**config.mk**
```make
export PLATFORM = sky130hd
export DESIGN_NAME = sc_ir_prefetch_queue_flat
export DESIGN_NICKNAME = d
export VERILOG_FILES = /design/src/rtl/sc_ir_prefetch_queue_if.sv /design/src/rtl/sc_ir_prefetch_queue.sv /design/src/flat_wrapper.sv
export SDC_FILE = /design/constraint.sdc
export NUM_CORES = 1
export LEC_CHECK = 0
export ABC_AREA = 0
export ABC_CLOCK_PERIOD_IN_PS = 7100
export BUFFER_PORTS_ARGS = -buffer_cell sky130_fd_sc_hd__buf_2
export CORE_MARGIN = 5
export CORE_UTILIZATION = 53
export CTS_CLUSTER_DIAMETER = 150
export DETAILED_ROUTE_END_ITERATION = 12
export HOLD_SLACK_MARGIN = 0.03
export MAX_ROUTING_LAYER = met4
export PLACE_DENSITY = 0.78
export REMOVE_ABC_BUFFERS = 1
export SETUP_SLACK_MARGIN = 0.5
export SLEW_MARGIN = 5
export SYNTH_ARGS = -nofsm -noshare
export SYNTH_HDL_FRONTEND = slang
export SYNTH_SLANG_ARGS = --single-unit
```
**constraint.sdc**
```tcl
create_clock -name SC_IRQueue_CLOCK_50 -period 7.1 [get_ports SC_IRQueue_CLOCK_50]
set_input_delay 1.775 -clock SC_IRQueue_CLOCK_50 [delete_from_list [all_inputs] [get_ports SC_IRQueue_CLOCK_50]]
set_output_delay 1.775 -clock SC_IRQueue_CLOCK_50 [all_outputs]
set_load 0.02 [all_outputs]
```
**src/rtl/sc_ir_prefetch_queue_if.sv**
```systemverilog
// IR prefetch queue bus: push/pop/flush strobes in,
// decoded head instruction and occupancy flags out.
interface sc_ir_prefetch_queue_if #(
  parameter int DATAWIDTH_BUS = 32,
  parameter int DATAWIDTH_SCRATCHPAD_DIRECTION = 5,
  parameter int DATAWIDTH_DECODEROP = 8,
  parameter int DATAWIDTH_COUNT = 3
);
  logic SC_IRQueue_load_InLow;
  logic SC_IRQueue_advance_InLow;
  logic SC_IRQueue_flush_InHigh;
  logic [DATAWIDTH_BUS-1:0] SC_IRQueue_data_InBus;
  logic [DATAWIDTH_BUS-1:0] SC_IRQueue_data_OutBus;
  logic SC_IRQueue_valid_OutHigh;
  logic [DATAWIDTH_SCRATCHPAD_DIRECTION-1:0] SC_IRQueue_RDestino_OutBus;
  logic [DATAWIDTH_SCRATCHPAD_DIRECTION-1:0] SC_IRQueue_RS1_OutBus;
  logic [DATAWIDTH_SCRATCHPAD_DIRECTION-1:0] SC_IRQueue_RS2_OutBus;
  logic [DATAWIDTH_DECODEROP-1:0] SC_IRQueue_OPS_OutBus;
  logic SC_IRQueue_BIT13_OutBus;
  logic [DATAWIDTH_BUS-1:0] SC_IRQueue_SIMM13_OutBus;
  logic SC_IRQueue_full_OutHigh;
  logic SC_IRQueue_empty_OutHigh;
  logic [DATAWIDTH_COUNT-1:0] SC_IRQueue_count_OutBus;
  logic SC_IRQueue_overflow_OutHigh;

  modport master (
    output SC_IRQueue_load_InLow,
    output SC_IRQueue_advance_InLow,
    output SC_IRQueue_flush_InHigh,
    output SC_IRQueue_data_InBus,
    input  SC_IRQueue_data_OutBus,
    input  SC_IRQueue_valid_OutHigh,
    input  SC_IRQueue_RDestino_OutBus,
    input  SC_IRQueue_RS1_OutBus,
    input  SC_IRQueue_RS2_OutBus,
    input  SC_IRQueue_OPS_OutBus,
    input  SC_IRQueue_BIT13_OutBus,
    input  SC_IRQueue_SIMM13_OutBus,
    input  SC_IRQueue_full_OutHigh,
    input  SC_IRQueue_empty_OutHigh,
    input  SC_IRQueue_count_OutBus,
    input  SC_IRQueue_overflow_OutHigh
  );

  modport slave (
    input  SC_IRQueue_load_InLow,
    input  SC_IRQueue_advance_InLow,
    input  SC_IRQueue_flush_InHigh,
    input  SC_IRQueue_data_InBus,
    output SC_IRQueue_data_OutBus,
    output SC_IRQueue_valid_OutHigh,
    output SC_IRQueue_RDestino_OutBus,
    output SC_IRQueue_RS1_OutBus,
    output SC_IRQueue_RS2_OutBus,
    output SC_IRQueue_OPS_OutBus,
    output SC_IRQueue_BIT13_OutBus,
    output SC_IRQueue_SIMM13_OutBus,
    output SC_IRQueue_full_OutHigh,
    output SC_IRQueue_empty_OutHigh,
    output SC_IRQueue_count_OutBus,
    output SC_IRQueue_overflow_OutHigh
  );
endinterface

```
**src/rtl/sc_ir_prefetch_queue.sv**
```systemverilog
// DEPTH-entry instruction prefetch queue; head entry is the
// current IR, decoded into register/opcode/immediate fields.
module sc_ir_prefetch_queue #(
  parameter int DATAWIDTH_BUS = 32,
  parameter int DATAWIDTH_SCRATCHPAD_DIRECTION = 5,
  parameter int DATAWIDTH_DECODEROP = 8,
  parameter int DEPTH = 4,
  parameter int DATAWIDTH_COUNT = 3
) (
  input logic SC_IRQueue_CLOCK_50,
  input logic SC_IRQueue_RESET_InLow,
  sc_ir_prefetch_queue_if.slave q
);
  localparam int AW = $clog2(DEPTH);
  localparam logic [DATAWIDTH_COUNT-1:0] FULLCNT =
    DATAWIDTH_COUNT'(DEPTH);

  logic [DATAWIDTH_BUS-1:0] mem [DEPTH];
  logic [AW-1:0] wrPtr;
  logic [AW-1:0] rdPtr;
  logic [DATAWIDTH_COUNT-1:0] count;
  logic overflow;
  logic popOk;
  logic pushOk;
  logic dropPush;
  logic headValid;
  logic [DATAWIDTH_BUS-1:0] head;
  logic [31:0] ir;

  // A pop frees the tail slot in the same edge, so push at full is legal then.
  always_comb begin
    popOk = !q.SC_IRQueue_advance_InLow && (count != '0);
    pushOk = !q.SC_IRQueue_load_InLow &&
      ((count != FULLCNT) || popOk);
    dropPush = !q.SC_IRQueue_load_InLow && !pushOk;
  end

  always_ff @(posedge SC_IRQueue_CLOCK_50 or negedge SC_IRQueue_RESET_InLow) begin
    if (!SC_IRQueue_RESET_InLow) begin
      for (int i = 0; i < DEPTH; i++) mem[i] <= '0;
    end else if (!q.SC_IRQueue_flush_InHigh && pushOk) begin
      mem[wrPtr] <= q.SC_IRQueue_data_InBus;
    end
  end

  always_ff @(posedge SC_IRQueue_CLOCK_50 or negedge SC_IRQueue_RESET_InLow) begin
    if (!SC_IRQueue_RESET_InLow) begin
      wrPtr <= '0;
      rdPtr <= '0;
      count <= '0;
      overflow <= 1'b0;
    end else if (q.SC_IRQueue_flush_InHigh) begin
      wrPtr <= '0;
      rdPtr <= '0;
      count <= '0;
      overflow <= 1'b0;
    end else begin
      if (pushOk) wrPtr <= wrPtr + 1'b1;
      if (popOk) rdPtr <= rdPtr + 1'b1;
      if (pushOk && !popOk) count <= count + 1'b1;
      else if (popOk && !pushOk) count <= count - 1'b1;
      if (dropPush) overflow <= 1'b1;
    end
  end

  always_comb begin
    headValid = (count != '0);
    head = headValid ? mem[rdPtr] : '0;
    ir = head[31:0];
  end

  assign q.SC_IRQueue_data_OutBus = head;
  assign q.SC_IRQueue_valid_OutHigh = headValid;
  assign q.SC_IRQueue_RDestino_OutBus =
    DATAWIDTH_SCRATCHPAD_DIRECTION'(ir[29:25]);
  assign q.SC_IRQueue_RS1_OutBus =
    DATAWIDTH_SCRATCHPAD_DIRECTION'(ir[18:14]);
  assign q.SC_IRQueue_RS2_OutBus =
    DATAWIDTH_SCRATCHPAD_DIRECTION'(ir[4:0]);
  assign q.SC_IRQueue_OPS_OutBus =
    DATAWIDTH_DECODEROP'({ir[31:30], ir[24:19]});
  assign q.SC_IRQueue_BIT13_OutBus = ir[13];
  assign q.SC_IRQueue_SIMM13_OutBus =
    {{(DATAWIDTH_BUS-13){ir[12]}}, ir[12:0]};
  assign q.SC_IRQueue_full_OutHigh = (count == FULLCNT);
  assign q.SC_IRQueue_empty_OutHigh = (count == '0);
  assign q.SC_IRQueue_count_OutBus = count;
  assign q.SC_IRQueue_overflow_OutHigh = overflow;
endmodule

```
**src/flat_wrapper.sv**
```systemverilog
// flat-port wrapper written by rule: the top's interface ports become plain ports
module sc_ir_prefetch_queue_flat 
#(
  parameter int DATAWIDTH_BUS = 32,
  parameter int DATAWIDTH_SCRATCHPAD_DIRECTION = 5,
  parameter int DATAWIDTH_DECODEROP = 8,
  parameter int DEPTH = 4,
  parameter int DATAWIDTH_COUNT = 3
)
  (SC_IRQueue_CLOCK_50, SC_IRQueue_RESET_InLow, q_SC_IRQueue_load_InLow, q_SC_IRQueue_advance_InLow, q_SC_IRQueue_flush_InHigh, q_SC_IRQueue_data_InBus, q_SC_IRQueue_data_OutBus, q_SC_IRQueue_valid_OutHigh, q_SC_IRQueue_RDestino_OutBus, q_SC_IRQueue_RS1_OutBus, q_SC_IRQueue_RS2_OutBus, q_SC_IRQueue_OPS_OutBus, q_SC_IRQueue_BIT13_OutBus, q_SC_IRQueue_SIMM13_OutBus, q_SC_IRQueue_full_OutHigh, q_SC_IRQueue_empty_OutHigh, q_SC_IRQueue_count_OutBus, q_SC_IRQueue_overflow_OutHigh);
  sc_ir_prefetch_queue_if #(.DATAWIDTH_BUS(DATAWIDTH_BUS), .DATAWIDTH_SCRATCHPAD_DIRECTION(DATAWIDTH_SCRATCHPAD_DIRECTION), .DATAWIDTH_DECODEROP(DATAWIDTH_DECODEROP), .DATAWIDTH_COUNT(DATAWIDTH_COUNT)) q_i ();
  input logic SC_IRQueue_CLOCK_50;
  input logic SC_IRQueue_RESET_InLow;
  input wire logic [$bits(q_i.SC_IRQueue_load_InLow)-1:0] q_SC_IRQueue_load_InLow;
  input wire logic [$bits(q_i.SC_IRQueue_advance_InLow)-1:0] q_SC_IRQueue_advance_InLow;
  input wire logic [$bits(q_i.SC_IRQueue_flush_InHigh)-1:0] q_SC_IRQueue_flush_InHigh;
  input wire logic [$bits(q_i.SC_IRQueue_data_InBus)-1:0] q_SC_IRQueue_data_InBus;
  output wire logic [$bits(q_i.SC_IRQueue_data_OutBus)-1:0] q_SC_IRQueue_data_OutBus;
  output wire logic [$bits(q_i.SC_IRQueue_valid_OutHigh)-1:0] q_SC_IRQueue_valid_OutHigh;
  output wire logic [$bits(q_i.SC_IRQueue_RDestino_OutBus)-1:0] q_SC_IRQueue_RDestino_OutBus;
  output wire logic [$bits(q_i.SC_IRQueue_RS1_OutBus)-1:0] q_SC_IRQueue_RS1_OutBus;
  output wire logic [$bits(q_i.SC_IRQueue_RS2_OutBus)-1:0] q_SC_IRQueue_RS2_OutBus;
  output wire logic [$bits(q_i.SC_IRQueue_OPS_OutBus)-1:0] q_SC_IRQueue_OPS_OutBus;
  output wire logic [$bits(q_i.SC_IRQueue_BIT13_OutBus)-1:0] q_SC_IRQueue_BIT13_OutBus;
  output wire logic [$bits(q_i.SC_IRQueue_SIMM13_OutBus)-1:0] q_SC_IRQueue_SIMM13_OutBus;
  output wire logic [$bits(q_i.SC_IRQueue_full_OutHigh)-1:0] q_SC_IRQueue_full_OutHigh;
  output wire logic [$bits(q_i.SC_IRQueue_empty_OutHigh)-1:0] q_SC_IRQueue_empty_OutHigh;
  output wire logic [$bits(q_i.SC_IRQueue_count_OutBus)-1:0] q_SC_IRQueue_count_OutBus;
  output wire logic [$bits(q_i.SC_IRQueue_overflow_OutHigh)-1:0] q_SC_IRQueue_overflow_OutHigh;
  assign q_i.SC_IRQueue_load_InLow = q_SC_IRQueue_load_InLow;
  assign q_i.SC_IRQueue_advance_InLow = q_SC_IRQueue_advance_InLow;
  assign q_i.SC_IRQueue_flush_InHigh = q_SC_IRQueue_flush_InHigh;
  assign q_i.SC_IRQueue_data_InBus = q_SC_IRQueue_data_InBus;
  assign q_SC_IRQueue_data_OutBus = q_i.SC_IRQueue_data_OutBus;
  assign q_SC_IRQueue_valid_OutHigh = q_i.SC_IRQueue_valid_OutHigh;
  assign q_SC_IRQueue_RDestino_OutBus = q_i.SC_IRQueue_RDestino_OutBus;
  assign q_SC_IRQueue_RS1_OutBus = q_i.SC_IRQueue_RS1_OutBus;
  assign q_SC_IRQueue_RS2_OutBus = q_i.SC_IRQueue_RS2_OutBus;
  assign q_SC_IRQueue_OPS_OutBus = q_i.SC_IRQueue_OPS_OutBus;
  assign q_SC_IRQueue_BIT13_OutBus = q_i.SC_IRQueue_BIT13_OutBus;
  assign q_SC_IRQueue_SIMM13_OutBus = q_i.SC_IRQueue_SIMM13_OutBus;
  assign q_SC_IRQueue_full_OutHigh = q_i.SC_IRQueue_full_OutHigh;
  assign q_SC_IRQueue_empty_OutHigh = q_i.SC_IRQueue_empty_OutHigh;
  assign q_SC_IRQueue_count_OutBus = q_i.SC_IRQueue_count_OutBus;
  assign q_SC_IRQueue_overflow_OutHigh = q_i.SC_IRQueue_overflow_OutHigh;
  sc_ir_prefetch_queue #(.DATAWIDTH_BUS(DATAWIDTH_BUS), .DATAWIDTH_SCRATCHPAD_DIRECTION(DATAWIDTH_SCRATCHPAD_DIRECTION), .DATAWIDTH_DECODEROP(DATAWIDTH_DECODEROP), .DEPTH(DEPTH), .DATAWIDTH_COUNT(DATAWIDTH_COUNT)) u_core (.SC_IRQueue_CLOCK_50(SC_IRQueue_CLOCK_50), .SC_IRQueue_RESET_InLow(SC_IRQueue_RESET_InLow), .q(q_i));
endmodule
```
==> run_results.csv, run 1 <==
group,metric,value,unit
worst_setup_path,required,5.33,ns
placement,dpl.hpwl,8210,µm
pwr,p_comb_frac,0.420,
floorplan,dieArea,0.0152,mm²
sta,final_hold_viol_count,0,
synth,synth-adder-area-share,0.0103,
routing,final_antenna_net_count,0,
synth,ys_warn_count,0,
synth,synthArstFlopShare,1.00,
finish,layout_commonest_cell,"dfrtp_1",
finish,syn_to_final_growth,13.1,%
sta,period_share,0.619,
floorplan,core-area,0.0126,mm²
clocking,cts-hold-fix-buffers,0,
synth,synth_compound_area_frac,0.0110,
pwr,sw_frac_of_total,0.361,
synth,synth_top_family_by_area,"multiplexers",
sta,fin_tns_setup,0,ns
synth,synth.avg_cell_area,14.6,µm²
global_route,gr-total-overflow,0,
hold_path,hp-class,"register to register",
floorplan,io_pins,132,
worst_setup_path,cp_data_arrival_time,2.62,ns
routing,routed_wirelength,13100,µm
clocking,cts_tree,"yes",
synth,synth_top_area_share,0.500,
clocking,worstSkewPairLatency,0.42,ns
synth,yosys.area.top_type,"dfrtp_1",
routing,dr.pass1.iters,4,
pwr,leakage,3.66,nW
placement,gp_congestion,0.798,
finish,drive_above_1_share,0.589,
finish,stdcell_count,724,
synth,synth-seq-cells,136,
routing,vias,3900,
clocking,ctsLongestPathBuffers,2,
global_route,grt_first_pass_wirelength,21300,µm
synth,synthFlopType,"dfrtp_1",
clocking,postCtsSetupBuffers,0,
floorplan,fp.dieH,123,µm
synth,synth_mux_area_frac,0.325,
worst_setup_path,endpoint_kind,"output port",
synth,syn_area,0.00680,mm²
sta,max_freq,227,MHz
synth,synth-simple-area-share,0.0578,
worst_setup_path,r2r_start,"u_core.q.SC_IRQueue_count_OutBus[2]",
clocking,cts_buffers,17,
hold_path,min_from,"u_core.mem[3]",
clocking,cts_max_level,4,
clocking,clkTransAtPathRegs,0.06,ns
worst_setup_path,crit_type,"register to output port",
clocking,clockRootBuffer,"clkbuf_16",
synth,synthCells,467,
finish,mostFrequentLayoutCells,"dfrtp_1, buf_2, mux2_2",
synth,synthXorXnorAreaFrac,0.00129,
pwr,pwr-share-clk,0.239,
finish,layout.nets,579,
placement,dp.cells,690,
routing,avgViaCountPerCell,5.39,
pwr,seqPwrFrac,0.342,
routing,routedWlPerCell,18.1,µm
sta,max_slew_margin,0.332,
routing,drt_iter0_markers,169,
routing,route.detailed.drc,0,
synth,synth_edf_count,0,
floorplan,rows,41,
clocking,cts_resized,0,
pwr,internal-power,0.00234,W
floorplan,start_util,0.539,
job,cap_violations,0,
sta,setup_viol,0,
worst_setup_path,start_kind,"register",
sta,rsz0062_at_grt,"false",
worst_setup_path,path_max_fanout,25,
clocking,cts_sinks,136,
synth,synth_top_cells_by_area,"dfrtp_1, mux2_2, mux4_2",
sta,worstMarginPinSlew,1.00,ns
placement,portBuffers,131,
worst_setup_path,startpoint,"u_core.rdPtr[0]",
global_route,grt_max_degree,84,
floorplan,fp.dieW,123,µm
synth,synth-seq-area-share,0.500,
pwr,p_sw,0.00132,W
global_route,grt_pass1_vias,4210,
pwr,power.density,476,mW/mm²
sta,clock_skew,0.0143,ns
global_route,grt_use_total,0.190,
sta,slew_viol_final,0,
synth,ys_types,36,
run_status,status,"finished, final reports clean",
sta,period_minus_slack,4.40,ns
global_route,antenna_found_initial,2,
pwr,ir_worst_vdd,0.248,mV
stage by stage:
step | hold slack [ns] | power, W | cell area (µm²) | setup slack [ns] | util
CTS | 0.496 | 0.00371 | 7690 | 2.64 | 0.609
finish | 0.490 | 0.00366 | 7690 | 2.70 | 0.609
floorplan | 0.459 | 0.00230 | 6190 | 0.659 | -
detailed placement | 0.484 | 0.00282 | 7090 | 3.07 | 0.562
global placement | 0.468 | 0.00276 | 7090 | 3.11 | 0.562
global route | 0.505 | 0.00389 | 7690 | 2.50 | 0.609
worst max-delay path: stages (launching register included):
cell	delay (ns)
dfrtp_2	0.54
buf_4	0.51
mux4_2	0.57
and2_1	0.33
buf_2	0.24
registers in the layout, summed over array words and instances (netlist names):
name	count
u_core.q.SC_IRQueue_count_OutBus	3
u_core.q.SC_IRQueue_overflow_OutHigh	1
u_core.rdPtr	2
u_core.mem	128
u_core.wrPtr	2
cells in the mapped netlist, types with 2 or more instances:
library cell,count
mux4_1,2
mux2_2,118
nand3_2,4
mux2_1,13
mux4_2,30
nand2b_1,2
and2_1,33
inv_1,5
or3_1,3
buf_6,4
clkbuf_1,5
nand2_1,2
o21ai_0,2
dfrtp_1,136
ha_1,4
buf_2,3
buf_4,71
nor2_1,10
a21oi_1,3
final timing paths:
kind                            depth (start not counted)  slack [ns]                                   to
worst max-delay path                                    4        2.70       q_SC_IRQueue_SIMM13_OutBus[14]
worst min-delay path                                    1        0.49                        u_core.mem[3]
worst min register to register                          1        0.49                        u_core.mem[3]
worst max register to register                          9        4.65  u_core.q.SC_IRQueue_count_OutBus[2]
max in group asynchronous                               2        4.45                      u_core.rdPtr[0]
min in group asynchronous                               1        1.40                       u_core.mem[11]
metal layers:
layer,routed length [µm],vias up,global-route usage
met1,5730,2014,0.237
met3,782,12,0.0517
met4,116,0,0.0519
met5,0,-,-
met2,6490,121,0.311
li1,-,1753,-
final cells by class:
class	instances	area, µm²
flip-flops and latches	136	3410
diodes	2	5.00
clock buffers	25	505
inverters	6	25.0
well taps	172	215
clock inverters	7	90.1
fillers	993	4930
multi-input cells	242	2760
repair buffers	134	684
logic make-up after synthesis:
family                     after synthesis
muxes                                  164
DFF                                    136
buffers and inverters                   89
and+or+nand+nor                         61
AOI/OAI and AO/OA                       11
adders and majority gates                5
xor gates and xnor gates                 1
power by group through the flow:
| stage | logic [W] | registers [W] | clock network, W |
|---|---|---|---|
| after CTS | 0.00157 | 0.00125 | 0.000889 |
| after global placement | 0.00153 | 0.00123 | 0 |
| final | 0.00154 | 0.00125 | 0.000875 |
| after global routing | 0.00167 | 0.00129 | 0.000924 |
| after detailed placement | 0.00156 | 0.00126 | 0 |
| after floorplan | 0.00107 | 0.00123 | 0 |
No activity file was read; power rests on OpenSTA's default activity.
==> run 2: changes to the inputs <==
--- a/config.mk
+++ b/config.mk
@@ -6,7 +6,7 @@
 export NUM_CORES = 1
 export LEC_CHECK = 0
 export ABC_AREA = 0
-export ABC_CLOCK_PERIOD_IN_PS = 7100
+export ABC_CLOCK_PERIOD_IN_PS = 4300
 export BUFFER_PORTS_ARGS = -buffer_cell sky130_fd_sc_hd__buf_2
 export CORE_MARGIN = 5
 export CORE_UTILIZATION = 53
==> constraint.sdc (replaced) <==
create_clock -name SC_IRQueue_CLOCK_50 -period 4.3 [get_ports SC_IRQueue_CLOCK_50]
set_input_delay 1.075 -clock SC_IRQueue_CLOCK_50 [delete_from_list [all_inputs] [get_ports SC_IRQueue_CLOCK_50]]
set_output_delay 1.075 -clock SC_IRQueue_CLOCK_50 [all_outputs]
set_load 0.02 [all_outputs]
==> run 2 against run 1 <==
- first-iteration DRC count up 38%
- cell area up 0.46%
- largest power group unchanged
- clock skew down 0.0082 ns
- power up 66%
- highest routed layer unchanged
- global-route usage up 0.17 points
- hold slack worse by 0.0030 ns
- core utilization up 0.28 points
- via count up 0.38%
- critical path depth down 1
==> run_results.csv, run 2 (synthesized netlist as in run 1, its figures left out) <==
group,metric,value,unit
floorplan,core-area,0.0126,mm²
routing,final_antenna_net_count,0,
placement,dpl-instance-area,0.00711,mm²
routing,route.detailed.drc,0,
clocking,cts-hold-fix-buffers,0,
finish,mostFrequentLayoutCells,"dfrtp_1, buf_2, mux2_2",
worst_setup_path,max_stage_delay,0.98,ns
finish,regMostFlops,"u_core.mem",
hold_path,hp-class,"register to register",
worst_setup_path,crit_slowest_cell,"dfrtp_2",
placement,dpl.hpwl,8630,µm
sta,max_freq,283,MHz
sta,setup_viol,0,
floorplan,fp.dieH,123,µm
finish,fillers,1001,
job,cap_violations,0,
finish,stdcell_count,726,
worst_setup_path,crit_buf_inv,1,
pwr,leakage,3.67,nW
global_route,gr-total-overflow,0,
sta,slew_viol_final,0,
global_route,antenna_found_initial,1,
pwr,power,0.00610,W
worst_setup_path,cpLargestDelayFamily,"flip-flops",
finish,drive_above_1_share,0.597,
sta,max_slew_margin,0.313,
sta,period_share,0.821,
sta,period_minus_slack,3.53,ns
worst_setup_path,crit_type,"register to output port",
placement,dp.cells,693,
pwr,seqPwrFrac,0.345,
pwr,p_comb_frac,0.413,
sta,worstMarginPinSlew,1.03,ns
pwr,ir_worst_vdd,0.534,mV
worst_setup_path,crit_chain,"mux4_2, and2_1, buf_2",
finish,largest_reg_flops,128,
global_route,grt_max_degree,82,
clocking,clkTransAtPathRegs,0.06,ns
pwr,internal-power,0.00388,W
routing,drt_iter0_markers,233,
routing,vias,3915,
floorplan,rows,41,
finish,syn_to_final_growth,13.6,%
pwr,pwr-share-clk,0.242,
placement,portBuffers,131,
clocking,ctsLongestPathBuffers,2,
finish,layout_commonest_cell,"dfrtp_1",
clocking,clockRootBuffer,"clkbuf_16",
floorplan,io_pins,132,
worst_setup_path,endpoint_kind,"output port",
routing,routed_wirelength,13400,µm
finish,final_cell_area,0.00773,mm²
clocking,cts_buffers,17,
global_route,grt_first_pass_wirelength,21700,µm
routing,avgViaCountPerCell,5.39,
clocking,cts_sinks,136,
clocking,cts_max_level,4,
pwr,power.density,789,mW/mm²
run_status,status,"finished, final reports clean",
worst_setup_path,required,3.22,ns
global_route,grt_use_total,0.192,
global_route,grt_pass1_vias,4221,
floorplan,fp.dieW,123,µm
clocking,worstSkewPairLatency,0.41,ns
worst_setup_path,path_max_fanout,34,
pwr,sw_frac_of_total,0.363,
sta,rsz0062_at_grt,"false",
finish,layout.nets,582,
floorplan,dieArea,0.0152,mm²
routing,dr.pass1.iters,6,
sta,final_hold_viol_count,0,
worst_setup_path,cp_data_arrival_time,2.46,ns
sta,clock_skew,0.00607,ns
placement,gp_congestion,0.773,
clocking,cts_tree,"yes",
worst_setup_path,start_kind,"register",
routing,routedWlPerCell,18.5,µm
floorplan,start_util,0.539,
pwr,p_sw,0.00221,W
## run 2: cell count changes in the layout (fill, tap and decap cells not counted), sizes merged
cell and delta:
buf +3, clkinvlp +1, clkinv +3, bufinv +1
clkbuf -5, diode -1
## run 2: what timing repair did
action                                  4_1_cts  5_1_grt
setup buffers                                 0        0
resized for setup                             0        2
endpoints found under the setup margin        0       45
## run 2: worst paths after layout
check,from,endpoint,slack [ns],cells past startpoint
max,u_core.rdPtr[1],q_SC_IRQueue_SIMM13_OutBus[28],0.77,3
min,u_core.mem[4],u_core.mem[4],0.49,1
max reg2reg,u_core.q.SC_IRQueue_count_OutBus[2],u_core.q.SC_IRQueue_count_OutBus[2],1.90,8
min reg2reg,u_core.mem[4],u_core.mem[4],0.49,1
max in group asynchronous,SC_IRQueue_RESET_InLow,u_core.mem[97],2.69,2
min in group asynchronous,SC_IRQueue_RESET_InLow,u_core.mem[33],0.69,1
## run 2: stage by stage
| step | TNS [ns] | hold WS [ns] | util | worst slack, ns |
|---|---|---|---|---|
| after detailed placement | 0 | 0.477 | 0.564 | 0.998 |
| after global routing | 0 | 0.507 | 0.612 | 0.601 |
| after global placement | 0 | 0.469 | 0.564 | 1.03 |
| after floorplan | -30.25 | 0.459 | - | -1.44 |
| final | 0 | 0.487 | 0.612 | 0.769 |
| after CTS | 0 | 0.490 | 0.612 | 0.549 |
## run 2: final cells by class
class | count | area [µm²] | area share
flip-flops and latches | 136 | 3410 | 0.441
clock buffers | 20 | 457 | 0.0591
well taps | 172 | 215 | 0.0279
clock inverters | 12 | 150 | 0.0194
repair buffers | 137 | 707 | 0.0915
multi-input cells | 242 | 2760 | 0.357
inverters | 6 | 25.0 | 0.00324
diodes | 1 | 2.50 | 0.000324
## run 2: layer usage
metal  wire length [µm]  GRT usage  up-vias
met5                  0          -        -
met4                 45     0.0436        0
met3                786     0.0435        4
met2               6840      0.320      115
met1               5750      0.242     2039
li1                   -          -     1757
## run 2: power groups by stage
stage	clock, W	sequential [W]	combinational, W
3_3_place_gp	0	0.00207	0.00251
3_5_place_dp	0	0.00212	0.00255
2_1_floorplan	0	0.00202	0.00177
6_report	0.00148	0.00210	0.00252
4_1_cts	0.00149	0.00210	0.00257
5_1_grt	0.00155	0.00217	0.00273
